`src/rtl/calc_pkg.sv`:
```
`default_nettype none
// ============================================================================
// Module      : calc_pkg
// Description : Shared types and constants for the parametrised decimal
//               calculator: command codes, status codes, FSM state
//               encoding, active-low 7-segment patterns and the digit lookup.
// Revision    : 1.0  initial release
// ============================================================================
package calc_pkg;

  // Digit commands are the plain values 0..9; only the operators are named.
  typedef enum logic [3:0] {
    CMD_ADD = 4'b1010,
    CMD_SUB = 4'b1011,
    CMD_MUL = 4'b1100,
    CMD_DIV = 4'b1101,
    CMD_EQ  = 4'b1110,
    CMD_CLR = 4'b1111
  } cmd_e;

  typedef enum logic [1:0] {
    ST_ENTRY  = 2'b00,
    ST_BUSY   = 2'b01,
    ST_ERROR  = 2'b10,
    ST_RESULT = 2'b11
  } status_e;

  typedef enum logic [2:0] {
    S_ENTRY_A = 3'd0,
    S_ENTRY_B = 3'd1,
    S_CALC    = 3'd2,
    S_CONV    = 3'd3,
    S_RESULT  = 3'd4,
    S_ERROR   = 3'd5
  } state_e;

  // Segment order {g,f,e,d,c,b,a}, active-low.
  localparam logic [6:0] SEG_BLANK = 7'b1111111;
  localparam logic [6:0] SEG_MINUS = 7'b0111111;
  localparam logic [6:0] SEG_E     = 7'b0000110;

  function automatic logic [6:0] seg7(input logic [3:0] d);
    case (d)
      4'd0:    seg7 = 7'b1000000;
      4'd1:    seg7 = 7'b1111001;
      4'd2:    seg7 = 7'b0100100;
      4'd3:    seg7 = 7'b0110000;
      4'd4:    seg7 = 7'b0011001;
      4'd5:    seg7 = 7'b0010010;
      4'd6:    seg7 = 7'b0000010;
      4'd7:    seg7 = 7'b1111000;
      4'd8:    seg7 = 7'b0000000;
      4'd9:    seg7 = 7'b0010000;
      default: seg7 = SEG_BLANK;
    endcase
  endfunction

endpackage
`default_nettype wire

```
`src/rtl/calc_engine_param_bin2bcd_seq.sv`:
```
`default_nettype none
// ============================================================================
// Module      : bin2bcd_seq
// Description : Sequential double-dabble binary-to-BCD converter. The first
//               shift happens on the start edge, so done is raised after
//               exactly W shift cycles.
// Ports       : clock, reset (async active-low), start, bin[W-1:0] ->
//               busy, done (1-cycle pulse), bcd[4*N_DIGITS-1:0]
// Revision    : 1.0  initial release
// ============================================================================
module bin2bcd_seq
  import calc_pkg::*;
#(
  parameter int W        = 27,
  parameter int N_DIGITS = 8
) (
  input  logic                  clock,
  input  logic                  reset,
  input  logic                  start,
  input  logic [W-1:0]          bin,
  output logic                  busy,
  output logic                  done,
  output logic [4*N_DIGITS-1:0] bcd
);

  localparam int CW = $clog2(W + 1);

  logic [W-1:0]  r_sh;
  logic [CW-1:0] r_cnt;

  // One double-dabble iteration: add 3 to every digit >= 5, then shift in a bit.
  function automatic logic [4*N_DIGITS-1:0] dabble(input logic [4*N_DIGITS-1:0] b,
                                                   input logic bit_in);
    logic [4*N_DIGITS-1:0] t;
    t = b;
    for (int k = 0; k < N_DIGITS; k++) begin
      if (t[4*k +: 4] >= 4'd5) t[4*k +: 4] = t[4*k +: 4] + 4'd3;
    end
    return {t[4*N_DIGITS-2:0], bit_in};
  endfunction

  always_ff @(posedge clock or negedge reset) begin
    if (!reset) begin
      r_sh  <= '0;
      r_cnt <= '0;
      busy  <= 1'b0;
      done  <= 1'b0;
      bcd   <= '0;
    end else begin
      done <= 1'b0;
      if (start) begin
        bcd   <= dabble('0, bin[W-1]);
        r_sh  <= {bin[W-2:0], 1'b0};
        r_cnt <= CW'(W - 1);
        busy  <= 1'b1;
      end else if (busy) begin
        bcd   <= dabble(bcd, r_sh[W-1]);
        r_sh  <= {r_sh[W-2:0], 1'b0};
        r_cnt <= r_cnt - CW'(1);
        if (r_cnt == CW'(1)) begin
          busy <= 1'b0;
          done <= 1'b1;
        end
      end
    end
  end

endmodule
`default_nettype wire

```
`src/rtl/calc_engine_param.sv`:
```
`default_nettype none
// ============================================================================
// Module      : calc_engine_param
// Description : Parametrised decimal calculator core. Sign-magnitude add,
//               subtract and shift-add multiply, sequential BCD conversion and
//               active-low 7-segment output, with a valid/ready command port.
//               Optional macro CALC_DIV_EN adds restoring signed division on
//               command 1101; without it 1101 is accepted and ignored.
// Ports       : clock, reset (async active-low), cmd[3:0], cmd_valid ->
//               cmd_ready, displays[N_DIGITS-1:0][6:0], status[1:0]
// Revision    : 1.0  initial release
// ============================================================================
module calc_engine_param
  import calc_pkg::*;
#(
  parameter int N_DIGITS = 8
) (
  input  logic                         clock,
  input  logic                         reset,
  input  logic [3:0]                   cmd,
  input  logic                         cmd_valid,
  output logic                         cmd_ready,
  output logic [N_DIGITS-1:0][6:0]     displays,
  output logic [1:0]                   status
);

  localparam int W  = $clog2(10**N_DIGITS);
  localparam int CW = $clog2(W + 1);
  localparam logic [2*W-1:0] c_max_pos = (2*W)'(10**N_DIGITS - 1);
  localparam logic [2*W-1:0] c_max_neg = (2*W)'(10**(N_DIGITS-1) - 1);

  state_e                r_state;
  cmd_e                  r_op;
  logic [W-1:0]          r_entry, r_a_mag, r_b_mag, r_res_mag, r_sh;
  logic [4*N_DIGITS-1:0] r_entry_bcd, r_res_bcd;
  logic [3:0]            r_ndig;
  logic                  r_a_neg, r_res_neg, r_ovf, r_go;
  logic [2*W-1:0]        r_prod;
  logic [CW-1:0]         r_cnt;

  logic                  w_acc, w_is_digit, w_is_op, w_sb, w_as_neg;
  logic [W:0]            w_as_mag;
  logic [2*W-1:0]        w_prod_nxt, w_calc_mag;
  logic                  w_calc_done, w_calc_neg, w_calc_err, w_fin_neg, w_calc_ovf;
  logic                  w_conv_busy, w_conv_done;
  logic [4*N_DIGITS-1:0] w_conv_bcd, w_disp_bcd;
  logic                  w_disp_neg;
  int                    w_msd;

`ifdef CALC_DIV_EN
  logic [W-1:0]          r_rem, w_rem_nxt, w_quo_nxt;
  logic [W:0]            w_trial;
  logic                  w_qbit;
`endif

  assign cmd_ready  = (r_state != S_CALC) && (r_state != S_CONV);
  assign w_acc      = cmd_valid && cmd_ready;
  assign w_is_digit = (cmd <= 4'd9);
`ifdef CALC_DIV_EN
  assign w_is_op    = (cmd == CMD_ADD) || (cmd == CMD_SUB) || (cmd == CMD_MUL) || (cmd == CMD_DIV);
`else
  assign w_is_op    = (cmd == CMD_ADD) || (cmd == CMD_SUB) || (cmd == CMD_MUL);
`endif

  // B is always a freshly entered, non-negative value, so subtraction only
  // flips B's sign and the product/quotient sign is simply A's sign.
  always_comb begin
    w_sb = (r_op == CMD_SUB);
    if (r_a_neg == w_sb) begin
      w_as_mag = {1'b0, r_a_mag} + {1'b0, r_b_mag};
      w_as_neg = r_a_neg;
    end else if (r_a_mag >= r_b_mag) begin
      w_as_mag = {1'b0, r_a_mag - r_b_mag};
      w_as_neg = r_a_neg;
    end else begin
      w_as_mag = {1'b0, r_b_mag - r_a_mag};
      w_as_neg = w_sb;
    end
  end

  // MSB-first shift-add: prod = 2*prod + (multiplier bit ? A : 0).
  assign w_prod_nxt = {r_prod[2*W-2:0], 1'b0} + (r_sh[W-1] ? {{W{1'b0}}, r_a_mag} : '0);

`ifdef CALC_DIV_EN
  // Restoring division: the quotient bits shift into r_sh as the dividend shifts out.
  assign w_trial   = {r_rem, r_sh[W-1]};
  assign w_qbit    = (w_trial >= {1'b0, r_b_mag});
  assign w_rem_nxt = w_qbit ? W'(w_trial - {1'b0, r_b_mag}) : w_trial[W-1:0];
  assign w_quo_nxt = {r_sh[W-2:0], w_qbit};
`endif

  always_comb begin
    w_calc_done = 1'b0;
    w_calc_mag  = '0;
    w_calc_neg  = 1'b0;
    w_calc_err  = 1'b0;
    if (r_state == S_CALC) begin
      if (r_op == CMD_MUL) begin
        w_calc_done = (r_cnt == CW'(1));
        w_calc_mag  = w_prod_nxt;
        w_calc_neg  = r_a_neg;
`ifdef CALC_DIV_EN
      end else if (r_op == CMD_DIV) begin
        w_calc_done = (r_cnt == CW'(1));
        w_calc_mag  = {{W{1'b0}}, w_quo_nxt};
        w_calc_neg  = r_a_neg;
        w_calc_err  = (r_b_mag == '0);
`endif
      end else begin
        w_calc_done = 1'b1;
        w_calc_mag  = {{(W-1){1'b0}}, w_as_mag};
        w_calc_neg  = w_as_neg;
      end
    end
  end

  // A zero result is always shown unsigned; negatives need a digit for the minus.
  assign w_fin_neg  = w_calc_neg && (w_calc_mag != '0);
  assign w_calc_ovf = w_calc_err || (w_fin_neg ? (w_calc_mag > c_max_neg) : (w_calc_mag > c_max_pos));

  bin2bcd_seq #(.W(W), .N_DIGITS(N_DIGITS)) u_conv (
    .clock (clock),
    .reset (reset),
    .start (r_go && !w_conv_busy),
    .bin   (r_res_mag),
    .busy  (w_conv_busy),
    .done  (w_conv_done),
    .bcd   (w_conv_bcd)
  );

  always_ff @(posedge clock or negedge reset) begin
    if (!reset) begin
      r_state <= S_ENTRY_A;  r_op <= CMD_ADD;
      r_entry <= '0;  r_entry_bcd <= '0;  r_ndig <= '0;
      r_a_mag <= '0;  r_a_neg <= 1'b0;  r_b_mag <= '0;
      r_res_mag <= '0;  r_res_neg <= 1'b0;  r_res_bcd <= '0;
      r_ovf <= 1'b0;  r_go <= 1'b0;  r_prod <= '0;  r_sh <= '0;  r_cnt <= '0;
`ifdef CALC_DIV_EN
      r_rem <= '0;
`endif
    end else begin
      r_go <= 1'b0;
      case (r_state)
        S_CALC: begin
          if (r_op == CMD_MUL) begin
            r_prod <= w_prod_nxt;
            r_sh   <= {r_sh[W-2:0], 1'b0};
            r_cnt  <= r_cnt - CW'(1);
`ifdef CALC_DIV_EN
          end else if (r_op == CMD_DIV) begin
            r_rem  <= w_rem_nxt;
            r_sh   <= w_quo_nxt;
            r_cnt  <= r_cnt - CW'(1);
`endif
          end
          if (w_calc_done) begin
            r_res_mag <= w_calc_mag[W-1:0];
            r_res_neg <= w_fin_neg;
            r_ovf     <= w_calc_ovf;
            r_go      <= 1'b1;
            r_state   <= S_CONV;
          end
        end
        S_CONV: begin
          if (w_conv_done) begin
            r_res_bcd <= w_conv_bcd;
            r_state   <= r_ovf ? S_ERROR : S_RESULT;
          end
        end
        default: begin
          if (w_acc && (cmd == CMD_CLR)) begin
            r_state <= S_ENTRY_A;
            r_entry <= '0;  r_entry_bcd <= '0;  r_ndig <= '0;
            r_a_mag <= '0;  r_a_neg <= 1'b0;  r_b_mag <= '0;
            r_res_mag <= '0;  r_res_neg <= 1'b0;  r_res_bcd <= '0;  r_ovf <= 1'b0;
          end else if (w_acc && (r_state != S_ERROR)) begin
            if (w_is_digit) begin
              if (r_state == S_RESULT) begin
                r_entry     <= W'(cmd);
                r_entry_bcd <= (4*N_DIGITS)'(cmd);
                r_ndig      <= 4'd1;
                r_state     <= S_ENTRY_A;
              end else if (r_ndig < 4'(N_DIGITS)) begin
                r_entry     <= W'(r_entry * W'(10)) + W'(cmd);
                r_entry_bcd <= {r_entry_bcd[4*N_DIGITS-5:0], cmd};
                r_ndig      <= r_ndig + 4'd1;
              end
            end else if (w_is_op) begin
              if (r_state == S_ENTRY_B) begin
                if (r_ndig == 4'd0) r_op <= cmd_e'(cmd);
              end else begin
                r_a_mag     <= (r_state == S_RESULT) ? r_res_mag : r_entry;
                r_a_neg     <= (r_state == S_RESULT) && r_res_neg;
                r_op        <= cmd_e'(cmd);
                r_entry     <= '0;  r_entry_bcd <= '0;  r_ndig <= '0;
                r_state     <= S_ENTRY_B;
              end
            end else if ((cmd == CMD_EQ) && (r_state == S_ENTRY_B)) begin
              r_b_mag <= r_entry;
              r_prod  <= '0;
              r_cnt   <= CW'(W);
`ifdef CALC_DIV_EN
              r_rem   <= '0;
              r_sh    <= (r_op == CMD_DIV) ? r_a_mag : r_entry;
`else
              r_sh    <= r_entry;
`endif
              r_state <= S_CALC;
            end
          end
        end
      endcase
    end
  end

  always_comb begin
    case (r_state)
      S_CALC, S_CONV: status = ST_BUSY;
      S_ERROR:        status = ST_ERROR;
      S_RESULT:       status = ST_RESULT;
      default:        status = ST_ENTRY;
    endcase
  end

  assign w_disp_bcd = (r_state == S_RESULT) ? r_res_bcd : r_entry_bcd;
  assign w_disp_neg = (r_state == S_RESULT) && r_res_neg;

  // Digits above the most significant non-zero digit are blanked; digit 0 always shows.
  always_comb begin
    w_msd = 0;
    for (int i = 0; i < N_DIGITS; i++) begin
      if (w_disp_bcd[4*i +: 4] != 4'd0) w_msd = i;
    end
    for (int i = 0; i < N_DIGITS; i++) begin
      displays[i] = SEG_BLANK;
      if (r_state == S_ERROR) begin
        if (i == 0) displays[i] = SEG_E;
      end else if (i <= w_msd) begin
        displays[i] = seg7(w_disp_bcd[4*i +: 4]);
      end else if (w_disp_neg && (i == w_msd + 1)) begin
        displays[i] = SEG_MINUS;
      end
    end
  end

endmodule
`default_nettype wire
```
`config.mk`:
```
export PLATFORM = sky130hd
export DESIGN_NAME = calc_engine_param
export DESIGN_NICKNAME = d
export VERILOG_FILES = /design/src/rtl/calc_pkg.sv /design/src/rtl/calc_engine_param_bin2bcd_seq.sv /design/src/rtl/calc_engine_param.sv
export SDC_FILE = /design/constraint.sdc
export NUM_CORES = 1
export LEC_CHECK = 0
export ABC_AREA = 1
export CAP_MARGIN = 20
export CELL_PAD_IN_SITES_DETAIL_PLACEMENT = 0
export CELL_PAD_IN_SITES_GLOBAL_PLACEMENT = 1
export CORE_ASPECT_RATIO = 1.75
export CORE_MARGIN = 2
export CORE_UTILIZATION = 35
export CTS_BUF_LIST = sky130_fd_sc_hd__clkbuf_4 sky130_fd_sc_hd__clkbuf_8
export CTS_CLUSTER_SIZE = 14
export DETAILED_ROUTE_END_ITERATION = 16
export GPL_TIMING_DRIVEN = 0
export PLACE_DENSITY = 0.61
export SYNTH_ARGS = -nofsm -noshare
export SYNTH_HDL_FRONTEND = slang
export SYNTH_SLANG_ARGS = --single-unit
```
`constraint.sdc`:
```
create_clock -name clock -period 13.09 [get_ports clock]
set_clock_uncertainty 0.05 [all_clocks]
set_input_delay 2.618 -clock clock [delete_from_list [all_inputs] [get_ports clock]]
set_output_delay 2.618 -clock clock [all_outputs]
set_load 0.02 [all_outputs]
```
After elaboration in Yosys (flattened, before gate mapping):

Memories as Yosys holds them, arrays and structs flattened.
Cells that the tools add are included.

* $add $sub $neg: 17
* multipliers: 1
* order comparisons: 21
* equal/unequal tests: 39
* mux-type cells: 145
* bitwise operators: 5
* reductions and logical operators: 49

Operators by type and width (number)
* $mux W27: 26
* $mux W32: 18
* $mux W53: 6
* $mux W7: 24
* $eq A4 B32 Y1 const A: 4
* $le A4 B32 Y1 const A: 4
* $mux W54: 2
* $pmux W27 S2: 2
* $pmux W53 S2: 1
* $eq A3 B32 Y1 const A: 2
* $le A3 B32 Y1 const A: 2
* $mux W4: 16
* $pmux W32 S2: 1
* $add A54 B27 Y54: 1
* $gt A54 B24 Y1 const B: 1
* $gt A54 B27 Y1 const B: 1
* $reduce_bool A54 Y1: 1
* $sub A27 B27 Y27: 2
* $mux W5: 8
* $add A32 B2 Y32 const B: 1
* $eq A2 B32 Y1 const A: 1
* $ge A4 B3 Y1 const B: 8
* $le A1 B32 Y1 const A: 1
* $le A2 B32 Y1 const A: 1
* 45 further kinds: 143

* bits in registers: 338
* memory bits (read-only): 896
* input port bits: 7
* output and inout bits: 59
* word-level logic and storage cells: 306
* memories kept: 8

Memories
* (no name shown): depth 16, bits a word 7, read ports 1, clocked after memory_dff 0, wr ports 0, RTL line calc_pkg.sv:43 `case (d)`
* (no name shown): depth 16, bits a word 7, read ports 1, clocked after memory_dff 0, wr ports 0, RTL line calc_pkg.sv:43
* (no name shown): depth 16, bits a word 7, read ports 1, clocked after memory_dff 0, wr ports 0, RTL line calc_pkg.sv:43
* (no name shown): depth 16, bits a word 7, read ports 1, clocked after memory_dff 0, wr ports 0, RTL line calc_pkg.sv:43
* (no name shown): depth 16, bits a word 7, read ports 1, clocked after memory_dff 0, wr ports 0, RTL line calc_pkg.sv:43
* (no name shown): depth 16, bits a word 7, read ports 1, clocked after memory_dff 0, wr ports 0, RTL line calc_pkg.sv:43
* 2 more memories

Logic depth before layout (Yosys ltp):

* depth after elaboration: 16
* depth in mapped cells: 32
* depth with buffers taken out: 31

Cells and area by module:

From an unflattened synthesis, not the netlist that was laid out.

* cells, all modules: 4293
* area total of the unflattened synthesis: 28393.5 um^2

By module, submodules not included
* calc_engine_param: instances 1, cells each 3873, area each 24968.9 um^2, seq. area each 6784.0 um^2
* bin2bcd_seq: instances 1, cells each 420, area each 3424.5 um^2, seq. area each 1626.6 um^2

Worst setup path after synthesis:

Ideal clock, no wire load.

* path kind: register to output
* start point: register r_state[2]
* end point: output port displays[34] (netlist name)
* arrival time: 3.570 ns
* setup slack: 6.852 ns
* stages on the path, launching flop included: 24
* path buffers: 4
* path through: dfrtp_1 inv_2 nor2_4 nand2_1 buf_4 buf_6 clkbuf_1 clkbuf_1 nand2_1 o21ai_0 ha_1 nand3_1 nor2_2 inv_2 a21oi_1 nor2_1 ha_1 inv_1 nor2_1 inv_1 nor2_1 inv_1 nor3_1 o21ai_1

RTL lines
* from (decl): RTL line calc_engine_param.sv:32 `state_e r_state;`
* from (signal assigned): RTL line calc_engine_param.sv:167 `r_state <= r_ovf ? S_ERROR : S_RESULT;`
* to (decl): RTL line calc_engine_param.sv:23 `output logic [N_DIGITS-1:0][6:0] displays,`

==> results by group <==
Clock tree
  • H-tree levels: 2
  • Resized cells post-CTS: 0
  • Setup Fix Bufs, Post-CTS: 0
  • Clock latency at the later pin of the worst-skew pair: 0.71 ns
  • Cts hold-fix bufs: 0
  • Num CTS Buffers: 57
  • Sink Count: about 340
  • Reg clk slew, reported paths: 0.07 ns
  • Clk buf depth: 3
  • TritonCTS clock tree: yes
  • Root Driver: clkbuf_8

STA
  • Slew @ Worst Pin: between 1 and 1.5 ns
  • Final setup margin: around 4.3 ns
  • Final Hold Vio Count: 0
  • Final Cycle Share: approximately two thirds
  • Crit path time final: slightly below 9 ns
  • Final-report setup violation count: 0
  • RSZ-0062 raised after global routing: false
  • Slew headroom: about a quarter
  • Maximum clock frequency: 114 MHz
  • Fin. max-slew vios: 0

Setup path
  • Startpoint types: register
  • Crit-path leading delay family: buffers and inverters
  • Most frequent cell on the critical path: inv_2
  • WS Path Type: reg -> out
  • Slowest stage delay, CP: 0.74 ns
  • CP max-delay cell: clkbuf_1
  • Kind of end point of the critical path: primary output
  • Worst path bufs/invs: 9
  • Crit path cell chain: inv_2 -> nor2_4 -> nand2_1 -> inv_2 -> buf_2 -> buf_2 -> clkbuf_1 -> a21oi_1 -> ha_1 -> nand3_1 -> nor2_1 -> nor2_1 -> o21bai_1 -> nand2_2 -> inv_2 -> nor2_1 -> inv_2 -> ha_1 -> nor3_1 -> nand2_1 -> nand2_1 -> inv_1 -> clkdlybuf4s50_1
  • Crit path DAT: 6.11 ns
  • CP max FO: 10
  • Required @ worst endpoint: ~10 ns

Global routing
  • Grt met1 use: between 30% and 40%
  • Global-route wire length before repair: about 190000 um
  • Initial antenna violation count: 2
  • Met2 Use GR: a little under three fifths
  • Vias in the first global route: roughly 30000
  • Pin count of the biggest net entering global routing: 114
  • GRT busiest layer: met2
  • GRT Residual Overflow: 0
  • Met3 GRT Util: between 3 and 4%
  • All-layer global routing usage: 30.8%

Yosys
  • Syn_area_per_cell: roughly 6.8 um^2
  • FFs w/ async S/R, synth: 100%
  • Synth Area in Compound Gates: ~17%
  • Post-Synthesis Cells: 4156
  • Multiplexer share of the synthesized area: less than 1%
  • Synth area leader: dfrtp_1
  • Number of flops mapped to enable cells by yosys: 0
  • XOR/XNOR Fraction of Synth Area: roughly 2.9%
  • Post-Synth Adder-Cell Area: approximately a tenth
  • Largest family of logic cells by synthesized area: simple AND/OR/NAND/NOR gates
  • Primary FF master, synth: dfrtp_1
  • Distinct cells, synth: 67
  • Synthesized area: approximately 28000 um^2
  • Post-synth net total: around 4400
  • Seq/Total Area, Yosys: 29.9%
  • Post-synth top area share: a little under 30%
  • Most frequent cells after synthesis: nand2_1 (1156), inv_1 (589), o21ai_0 (339), dfrtp_1 (334), nor2_1 (282)
  • Count leader, synth: nand2_1
  • Yosys reg bits: between 300 and 400
  • Synth area leaders: dfrtp_1 (30%), nand2_1 (15%), ha_1 (9.8%)
  • Yosys warns: 0
  • Synth Area in Simple Gates: 29.3%

Detailed routing
  • DRT antenna net count: 0
  • DR WL/cell: between 20 and 25 um
  • DRT Pass-1 Iters: 5
  • # DRC: 0
  • Post-Route WL: approximately 130000 um
  • Via density: 5.25
  • Routed vias: 28197
  • Drt initial violations: 1471

Floorplanning
  • Row count: roughly 140
  • Initial Util: between 30% and 40%
  • Core Area: approximately 80000 um^2
  • # IOs: 66
  • Die ar.: just over 80000 um^2
  • Die width: ~220 um
  • Die Span Y: between 300 and 400 um

Place
  • Dpl ws: between 4 and 5 ns
  • Routability cong.: around 0.94
  • DPL Wire Length: approximately 100000 um
  • Placed Area: slightly above 30000 um^2
  • Port bufs: 65

Hold path
  • Worst hold path class: reg -> reg

Finish
  • Layout area overhead: 11.9%
  • Design area: 31500 um^2
  • Share of layout cells above drive strength 1: about 7.6%
  • Net count reported at finish: around 4500

Run status
  • Status: completed

Run
  • Maximum capacitance violations: 0
-- worst paths after layout --
check / startpoint / endpoint / slack, ns / depth (start not counted)
hold / removal: u_conv.r_sh[3] / u_conv.r_sh[4] / 0.41 / 2
setup reg to reg: r_sh[26] / r_ovf / 7.91 / 25
hold reg to reg: u_conv.r_sh[3] / u_conv.r_sh[4] / 0.41 / 2
setup / recovery: r_state[2] / displays[27] / 4.32 / 23
min in group asynchronous: reset / r_prod[43] / 1.78 / 1
max in group asynchronous: reset / u_conv.r_sh[8] / 9.78 / 3
-- stage by stage --
stage                     instances  hold WS (ns)  setup TNS [ns]  utilization (%)
after floorplan                4156         0.393               0                -
after global placement         5263         0.416        -2282.55             37.8
after detailed placement       5267         0.424               0             37.9
after CTS                      5371         0.418               0             39.5
after global routing           5373         0.462               0             39.5
final                          5373         0.414               0             39.5
-- final cells by class --
type	instances	area, um^2
Multi-Input combinational cell	3043	16600
Clock buffer	92	1130
Fill cell	8962	48200
Tap cell	1042	1300
Sequential cell	336	8410
Buffer	138	712
Inverter	639	2400
Clock inverter	12	148
Timing Repair Buffer	70	761
Antenna cell	1	2.50
-- cells by family after synthesis --
logic type / Yosys count
xor gates and xnor gates: 92
adders and majority gates: 227
buffers and inverters: 777
and+or+nand+nor: 1920
DFF: 336
muxes: 1
AOI/OAI and AO/OA: 803
-- cell usage in the layout (no fill, tap or decap), types with 34 or more instances in the layout --
cell type           n
clkdlybuf4s50_1    64
xor2_1             75
clkbuf_8           71
a22oi_1            34
nand4_1            48
nand2_1          1156
nor2_1            282
a21oi_1           188
dfrtp_1           334
clkbuf_1           81
ha_1              221
o22ai_1            75
nor3_1             37
inv_2              43
o21ai_0           339
nand2_2            38
nand3_1           266
inv_1             589
-- flip-flops by register name, summed over array words and instances (netlist names) --
signal        flops
u_conv.busy       1
r_res_neg         1
r_cnt             5
r_entry          27
r_b_mag          27
u_conv.r_sh      26
u_conv.done       1
u_conv.r_cnt      5
r_res_bcd        32
r_entry_bcd      31
r_state           3
r_ndig            4
r_go              1
r_res_mag        27
r_a_neg           1
r_a_mag          27
u_conv.bcd       32
r_sh             27
r_ovf             1
r_prod           53
r_op              4
-- worst register-to-register path: stages, from the launching register on --
cell,delay [ns]
dfrtp_1,0.32
clkbuf_1,0.60
nand2_1,0.41
fa_1,0.55
inv_1,0.07
nand2_1,0.06
o21ai_1,0.33
nand2_1,0.10
nand2_1,0.16
a21oi_1,0.12
inv_1,0.10
nand2_1,0.08
nand2_1,0.24
nand2_1,0.12
xor2_1,0.21
nand3_1,0.12
nor2_1,0.17
nor2_1,0.07
nor2_1,0.31
nand2_1,0.16
inv_1,0.10
nand3_1,0.16
nand2_1,0.20
nand2_1,0.08
nand3_1,0.09
nand2_1,0.06
-- metal layers --
| metal | wire length (um) | share of wire (%) |
|---|---|---|
| met5 | 16 | 0.013 |
| met4 | 11600 | 9.1 |
| met3 | 3600 | 2.8 |
| met2 | 66500 | 52 |
| met1 | 45300 | 36 |
Power is not shown: default switching activity piles up to over one toggle a cycle in this logic, so the estimate is an artifact.
